===== src/rtl/pipe_hazard_ctrl_pkg.sv =====
// pipe_hazard_ctrl_pkg: shared widths and FSM state encoding for the hazard controller
package pipe_hazard_ctrl_pkg;
  localparam int REG_W = 3;
  localparam int CNT_W = 8;
  typedef enum logic [1:0] {INIT = 2'd0, RUN = 2'd1, MEM_WAIT = 2'd2, FLUSH = 2'd3} state_e;
endpackage


===== src/rtl/pipe_hazard_ctrl_if.sv =====
// pipe_hazard_ctrl_if: pipeline stage status in, pipeline register controls out
interface pipe_hazard_ctrl_if;
  import pipe_hazard_ctrl_pkg::*;
  logic id_valid;
  logic [REG_W-1:0] id_ra;
  logic [REG_W-1:0] id_rb;
  logic id_uses_rb;
  logic ex_regwrite;
  logic ex_memread;
  logic [REG_W-1:0] ex_rd;
  logic flush_req;
  logic mem_busy;
  logic pc_en;
  logic ifid_en;
  logic idex_en;
  logic ifid_flush;
  logic idex_bubble;
  logic [CNT_W-1:0] stall_cnt;
  logic [CNT_W-1:0] flush_cnt;
  logic [1:0] state_o;
  modport slave (
    input id_valid, id_ra, id_rb, id_uses_rb, ex_regwrite, ex_memread, ex_rd, flush_req, mem_busy,
    output pc_en, ifid_en, idex_en, ifid_flush, idex_bubble, stall_cnt, flush_cnt, state_o
  );
  modport master (
    output id_valid, id_ra, id_rb, id_uses_rb, ex_regwrite, ex_memread, ex_rd, flush_req, mem_busy,
    input pc_en, ifid_en, idex_en, ifid_flush, idex_bubble, stall_cnt, flush_cnt, state_o
  );
endinterface


===== src/rtl/pipe_hazard_ctrl_sat_counter.sv =====
// sat_counter: event counter that sticks at all-ones, async cleared
module sat_counter #(
  parameter int W = 8
) (
  input  logic         clk1,
  input  logic         rst_n,
  input  logic         inc,
  output logic [W-1:0] q
);
  always_ff @(posedge clk1 or negedge rst_n)
    if (!rst_n) q <= '0;
    else if (inc && q != '1) q <= q + 1'b1;
endmodule


===== src/rtl/pipe_hazard_ctrl.sv =====
// pipe_hazard_ctrl: stall/flush/bubble control for a 5-stage pipeline
module pipe_hazard_ctrl
  import pipe_hazard_ctrl_pkg::*;
(
  input logic clk1,
  input logic rst_n,
  pipe_hazard_ctrl_if.slave hz
);
  localparam logic [1:0] S_INIT = INIT;
  localparam logic [1:0] S_RUN = RUN;
  localparam logic [1:0] S_MEM_WAIT = MEM_WAIT;
  localparam logic [1:0] S_FLUSH = FLUSH;
  logic [1:0] st, nst;
  logic load_use, init, run, mw, fl, run_f, run_m, run_l, run_n, fetch_en;
  always_comb begin
    load_use = hz.id_valid & hz.ex_memread & hz.ex_regwrite &
               ((hz.ex_rd == hz.id_ra) | (hz.id_uses_rb & (hz.ex_rd == hz.id_rb)));
    init = st == S_INIT;
    run = st == S_RUN;
    mw = st == S_MEM_WAIT;
    fl = st == S_FLUSH;
    run_f = run & hz.flush_req;
    run_m = run & ~hz.flush_req & hz.mem_busy;
    run_l = run & ~hz.flush_req & ~hz.mem_busy & load_use;
    run_n = run & ~hz.flush_req & ~hz.mem_busy & ~load_use;
    fetch_en = run_f | run_n | fl;
    hz.pc_en = fetch_en;
    hz.ifid_en = fetch_en;
    hz.idex_en = fetch_en | run_l;
    hz.ifid_flush = run_f;
    hz.idex_bubble = init | run_f | run_l | fl;
    nst = run_f ? S_FLUSH : (run_m | (mw & hz.mem_busy)) ? S_MEM_WAIT : S_RUN;
  end
  always_ff @(posedge clk1 or negedge rst_n)
    if (!rst_n) st <= S_INIT;
    else st <= nst;
  assign hz.state_o = st;
  sat_counter #(.W(CNT_W)) u_stall (
    .clk1(clk1), .rst_n(rst_n), .inc(run_m | run_l | mw), .q(hz.stall_cnt)
  );
  sat_counter #(.W(CNT_W)) u_flush (
    .clk1(clk1), .rst_n(rst_n), .inc(run_f), .q(hz.flush_cnt)
  );
endmodule

===== src/flat_wrapper.sv =====
// flat-port wrapper written by rule: the top's interface ports become plain ports
module pipe_hazard_ctrl_flat import pipe_hazard_ctrl_pkg::*;
  (clk1, rst_n, hz_id_valid, hz_id_ra, hz_id_rb, hz_id_uses_rb, hz_ex_regwrite, hz_ex_memread, hz_ex_rd, hz_flush_req, hz_mem_busy, hz_pc_en, hz_ifid_en, hz_idex_en, hz_ifid_flush, hz_idex_bubble, hz_stall_cnt, hz_flush_cnt, hz_state_o);
  pipe_hazard_ctrl_if hz_i ();
  input logic clk1;
  input logic rst_n;
  input wire logic [$bits(hz_i.id_valid)-1:0] hz_id_valid;
  input wire logic [$bits(hz_i.id_ra)-1:0] hz_id_ra;
  input wire logic [$bits(hz_i.id_rb)-1:0] hz_id_rb;
  input wire logic [$bits(hz_i.id_uses_rb)-1:0] hz_id_uses_rb;
  input wire logic [$bits(hz_i.ex_regwrite)-1:0] hz_ex_regwrite;
  input wire logic [$bits(hz_i.ex_memread)-1:0] hz_ex_memread;
  input wire logic [$bits(hz_i.ex_rd)-1:0] hz_ex_rd;
  input wire logic [$bits(hz_i.flush_req)-1:0] hz_flush_req;
  input wire logic [$bits(hz_i.mem_busy)-1:0] hz_mem_busy;
  output wire logic [$bits(hz_i.pc_en)-1:0] hz_pc_en;
  output wire logic [$bits(hz_i.ifid_en)-1:0] hz_ifid_en;
  output wire logic [$bits(hz_i.idex_en)-1:0] hz_idex_en;
  output wire logic [$bits(hz_i.ifid_flush)-1:0] hz_ifid_flush;
  output wire logic [$bits(hz_i.idex_bubble)-1:0] hz_idex_bubble;
  output wire logic [$bits(hz_i.stall_cnt)-1:0] hz_stall_cnt;
  output wire logic [$bits(hz_i.flush_cnt)-1:0] hz_flush_cnt;
  output wire logic [$bits(hz_i.state_o)-1:0] hz_state_o;
  assign hz_i.id_valid = hz_id_valid;
  assign hz_i.id_ra = hz_id_ra;
  assign hz_i.id_rb = hz_id_rb;
  assign hz_i.id_uses_rb = hz_id_uses_rb;
  assign hz_i.ex_regwrite = hz_ex_regwrite;
  assign hz_i.ex_memread = hz_ex_memread;
  assign hz_i.ex_rd = hz_ex_rd;
  assign hz_i.flush_req = hz_flush_req;
  assign hz_i.mem_busy = hz_mem_busy;
  assign hz_pc_en = hz_i.pc_en;
  assign hz_ifid_en = hz_i.ifid_en;
  assign hz_idex_en = hz_i.idex_en;
  assign hz_ifid_flush = hz_i.ifid_flush;
  assign hz_idex_bubble = hz_i.idex_bubble;
  assign hz_stall_cnt = hz_i.stall_cnt;
  assign hz_flush_cnt = hz_i.flush_cnt;
  assign hz_state_o = hz_i.state_o;
  pipe_hazard_ctrl u_core (.clk1(clk1), .rst_n(rst_n), .hz(hz_i));
endmodule

===== config.mk =====
export PLATFORM = sky130hd
export DESIGN_NAME = pipe_hazard_ctrl_flat
export DESIGN_NICKNAME = d
export VERILOG_FILES = /design/src/rtl/pipe_hazard_ctrl_pkg.sv /design/src/rtl/pipe_hazard_ctrl_if.sv /design/src/rtl/pipe_hazard_ctrl_sat_counter.sv /design/src/rtl/pipe_hazard_ctrl.sv /design/src/flat_wrapper.sv
export SDC_FILE = /design/constraint.sdc
export NUM_CORES = 1
export LEC_CHECK = 0
export CAP_MARGIN = 20
export CORE_UTILIZATION = 30
export CTS_CLUSTER_SIZE = 20
export DETAILED_ROUTE_END_ITERATION = 8
export GPL_TIMING_DRIVEN = 0
export HOLD_SLACK_MARGIN = 0.15
export MAX_ROUTING_LAYER = met4
export REMOVE_ABC_BUFFERS = 1
export SETUP_SLACK_MARGIN = 0.4
export SYNTH_ARGS = -nofsm -noshare
export SYNTH_HDL_FRONTEND = slang
export SYNTH_SLANG_ARGS = --single-unit
export TNS_END_PERCENT = 10

===== constraint.sdc =====
create_clock -name clk1 -period 4.4 [get_ports clk1]
set_input_delay 0.88 -clock clk1 [delete_from_list [all_inputs] [get_ports clk1]]
set_output_delay 0.88 -clock clk1 [all_outputs]
set_load 0.005 [all_outputs]

Word level (Yosys, flattened, before mapping) --
Cells that the tools add are included.
Storage, ports and cells: output and inout port bits 23, word-level logic and storage cells 41, bits in writable memories 0, bits in read-only memories 0, latch bits 0, memories 0, register bits 18
Operators by class: equality and inequality tests 7, shifts and indexed selects 0, $add $sub $neg 2, divide/modulo/power cells 0, bitwise gates (word level) 24, $mul 0, order comparisons 0, reductions and logical operators 3, multiplexer cells 2
Operators with widths (number):
- $add A8 B1 Y8 const B | 2
- $ne A8 B8 Y1 const B | 2
- $and A1 B1 Y1 | 11
- $or A1 B1 Y1 | 10
- $eq A3 B3 Y1 | 2
- $eq A2 B2 Y1 const B | 2
- $mux W2 | 2
- $not A1 Y1 | 3
- $eq A2 B1 Y1 const B | 1
- $logic_and A1 B1 Y1 | 2
- $logic_not A2 Y1 | 1

Depth between registers and ports, before layout --
word-level depth 9, mapped depth 6, gate-level depth less buffers 5

By module --
A second synthesis with hierarchy kept.
Second synthesis, totals: cells, all modules 94, area, all modules 1059.8 µm²
By module, submodules not included:
- sat_counter | area an instance 407.9 µm², instances 2, cells each 34, seq. area each 200.2 µm²
- pipe_hazard_ctrl | area an instance 244.0 µm², instances 1, cells each 26, seq. area each 50.0 µm²

Worst setup path before layout --
OpenSTA, ideal clock, no wires.
kind input-to-output, from in hz_ex_rd[0], to out hz_pc_en, stages 6, setup slack 1.759 ns, arrival time 1.761 ns, path through xnor2_1 -> nand4_1 -> a21oi_1 -> o21ai_0 -> and2_1 -> buf_4
On the way: word-level cells in the longest chain between the ends 8, elaborated cells between the ends (all ways) 9, those cells by class eq/ne (2); bitwise (7)
Ends and longest elaborated chain:
- start: declaration | RTL line flat_wrapper.sv:13 | input wire logic [$bits(hz_i.ex_rd)-1:0] hz_ex_rd;
- $eq A3 B3 Y1 | RTL line pipe_hazard_ctrl.sv:17 | ((hz.ex_rd == hz.id_ra) | (hz.id_uses_rb & (hz.ex_rd == hz.id_rb)));
- $and A1 B1 Y1 | RTL line pipe_hazard_ctrl.sv:17
- $or A1 B1 Y1 (*) | RTL line pipe_hazard_ctrl.sv:17
- $and A1 B1 Y1 (*) | RTL line pipe_hazard_ctrl.sv:16 | load_use = hz.id_valid & hz.ex_memread & hz.ex_regwrite &
- $not A1 Y1 (*) | RTL line pipe_hazard_ctrl.sv:25 | run_n = run & ~hz.flush_req & ~hz.mem_busy & ~load_use;
- $and A1 B1 Y1 (*) | RTL line pipe_hazard_ctrl.sv:25
- $or A1 B1 Y1 (*) (2 in a row) | RTL line pipe_hazard_ctrl.sv:26 | fetch_en = run_f | run_n | fl;
- end: declaration | RTL line flat_wrapper.sv:16 | output wire logic [$bits(hz_i.pc_en)-1:0] hz_pc_en;
Every way passes the cells marked *; elsewhere a longest branch is shown, timed or not.

Final worst setup path --
from in hz_ex_rd[0], to out hz_idex_bubble
On the way: word-level cells in the longest chain between the ends 7, elaborated cells between the ends (all ways) 8, those cells by class eq/ne (2); bitwise (6)
Ends and longest elaborated chain:
- $eq A3 B3 Y1 | RTL line pipe_hazard_ctrl.sv:17
- $and A1 B1 Y1 | RTL line pipe_hazard_ctrl.sv:17
- $or A1 B1 Y1 (*) | RTL line pipe_hazard_ctrl.sv:17
- $and A1 B1 Y1 (*) | RTL line pipe_hazard_ctrl.sv:16
- $and A1 B1 Y1 (*) | RTL line pipe_hazard_ctrl.sv:24 | run_l = run & ~hz.flush_req & ~hz.mem_busy & load_use;
- $or A1 B1 Y1 (*) (2 in a row) | RTL line pipe_hazard_ctrl.sv:31 | hz.idex_bubble = init | run_f | run_l | fl;
- end: declaration | RTL line flat_wrapper.sv:20 | output wire logic [$bits(hz_i.idex_bubble)-1:0] hz_idex_bubble;
Marks and branches as above.

==> out/results.txt <==
number of clock sinks: 18
Layout area overhead: 48.4%
pin count of the biggest net entering global routing: 19
worst stage delay on the critical path: 0.52 ns
Slew Viols, Final: 0
first-pass GRT wire length: 3840 um
Yosys warnings: 0
top routing layer used: met3
setup TNS: 0 ns
crit path cell chain: clkdlybuf4s50_1 -> xnor2_1 -> nand4_1 -> a21oi_1 -> nand2b_1 -> a21oi_1 -> clkdlybuf4s50_1
Critical Path AT: 2.69 ns
die area: 0.00350 mm^2
Port Buffer Count: 39
synthesis-stage register bit count: 18
Final Skew: 0.00784 ns
Post-CTS Hold Buffers: 0
DR WL met3: 97 um
HPWL after DPL: 1650 um
Post-synth EDFFs: 0
post-CTS setup buffer count: 0
gr ovfl total: 0
Pwr Density: 454 mW/mm^2
Slew headroom: 0.463
# IOs: 40
Mapped Cells: 90
ys async rst share: 1.00
CP max stage cell: clkdlybuf4s50_1
Clock Path Buffers: 2
Via density: 4.74
post-route antenna net violation count: 0
status: complete, no violations
Routed wire per std cell: 12.4 um
Final nets: 152
CP Launch Type: input pin
core area: 0.00308 mm^2
Slew @ Worst Pin: 0.802 ns
# DRC: 0
CTS HTree Levels: 1
final hold vios: 0
CTS tree: done
Leak: 0.586 nW
Worst VDD drop: 0.337 mV
Worst Path Required: 3.52 ns
placed cells: 172
synthesized area: 980 um^2
Cell Rows: 20
Top FF cell, synth: dfrtp_1
GP Congestion: 0.740
GRT Overall Usage: 0.147
max_cap viols: 0
Final Cycle Share: 0.812
CTS resizes: 0
Reg clk slew, reported paths: 0.10 ns
vias: 834
Initial DRT Pass Iterations: 3
RSZ-0062 raised after global routing: no
DRT iter0 DRCs: 17
Non-Filler Instances: 176
M1 wire length: 1040 um
vias in the first global route: 858
fin crit period: 3.57 ns
fill count: 314
WL final: 2170 um
initial cell density of the core: 0.318
metal2 WL: 1040 um
crit path kind: in2out
Unique masters post-synth: 25
CP endpoint kind: primary output
Max Clk Rate: 280 MHz
share of layout cells above drive strength 1: 0.0909
Max FO, Critical Path: 2
register area: 450 um^2
Root Driver: clkbuf_4
initial antenna violation count: 0
Die Y: 59.1 um
Hold Path Class: reg2reg
Die Wd: 59.1 um
CTS Buf Count: 3
diode count: 0
Mapped Avg Cell Area: 10.9 um^2
insertion delay to the later sink of the worst-skew pair: 0.30 ns
Setup violations, final: 0
fraction of the yosys area taken by sequential cells: 0.460
multi-input logic area: 518 um^2
[worst max-delay path: cells and delay by family]
kind / cells / cell delay (ns)
buf+inv: 2 / 1.03
compound gates: 2 / 0.38
simple gates: 2 / 0.28
xor+xnor: 1 / 0.13
[metrics by stage]
step	area, um^2	setup WS (ns)	hold slack (ns)	utilization	total power [W]
after global routing	1450	0.695	0.532	0.472	0.000712
final	1450	0.826	0.501	0.472	0.000661
after floorplan	972	1.88	0.481	-	0.000392
after CTS	1450	0.814	0.502	0.472	0.000669
after global placement	1420	0.841	0.481	0.461	0.000558
after detailed placement	1420	0.814	0.483	0.461	0.000562
[worst paths after layout]
check / from / end / slack [ns] / cells past startpoint
min in group asynchronous: rst_n / u_core.u_stall.q[4] / 1.03 / 1
worst max-delay path: hz_ex_rd[0] / hz_idex_bubble / 0.83 / 7
max in group asynchronous: rst_n / u_core.u_flush.q[0] / 2.86 / 1
worst min-delay path: u_core.u_flush.q[6] / u_core.u_flush.q[6] / 0.50 / 1
worst max register to register: u_core.u_flush.q[0] / u_core.u_flush.q[1] / 2.67 / 4
worst min register to register: u_core.u_flush.q[6] / u_core.u_flush.q[6] / 0.50 / 1
[synth_stat cells, types with 4 or more instances]
library cell   n  area, um^2
and3_1         8        50.1
dfrtp_1       18         450
nand2_1        7        26.3
nand3_1        4        20.0
nand4_1        4        25.0
o211ai_1       5        37.5
xnor2_1       18         158
[power breakdown]
part | leakage, nW | internal [W] | switching (W)
sequential | 0.227 | 0.000219 | 0.0000681
clock | 0.0210 | 0.0000504 | 0.0000528
combinational | 0.338 | 0.000182 | 0.0000877
total | 0.586 | 0.000452 | 0.000209
[routing by layer]
layer  up-vias  GRT usage
met5         -          -
met4         0     0.0136
met3         0     0.0502
met2        24      0.245
met1       411      0.179
li1        399          -
[placed cells by master (no fill, tap or decap)]
cell type / count
clkbuf_4: 3
or2_2: 1
nand2b_1: 2
a21o_1: 1
a211oi_4: 1
nor2_1: 2
and2_1: 2
ha_1: 2
clkbuf_8: 1
mux2_4: 1
a21boi_0: 1
a31oi_2: 1
dfrtp_1: 18
clkdlybuf4s50_1: 39
inv_1: 1
nor2b_1: 1
xnor2_1: 18
a21oi_1: 2
xor2_1: 1
o211ai_1: 5
o21ai_2: 2
o21ai_0: 2
nand2_1: 7
nand3_1: 4
nand4_1: 4
and3_1: 8
mux2_2: 2
[cell families (layout without fill, tap and decap cells)]
logic type | after synthesis | after routing | synth area share
xor+xnor | 19 | 19 | 0.170
flops | 18 | 18 | 0.460
buf+inv | 2 | 44 | 0.0115
fa+ha+maj | 2 | 2 | 0.0255
compound gates | 15 | 15 | 0.125
simple gates | 31 | 31 | 0.170
mux | 3 | 3 | 0.0383
[registers in the layout, summed over array words and instances, names as in the netlist]
name and cells:
u_core.hz.state_o 2, u_core.u_flush.q 8, u_core.u_stall.q 8
[final cells by class]
cell class	instances	share of cell area
multi-input cells	70	0.356
flip-flops and latches	18	0.310
repair buffers	39	0.269
well taps	44	0.0379
clock buffers	4	0.0250
inverters	1	0.00258
Note: power is estimated with default switching activity, not from simulation.
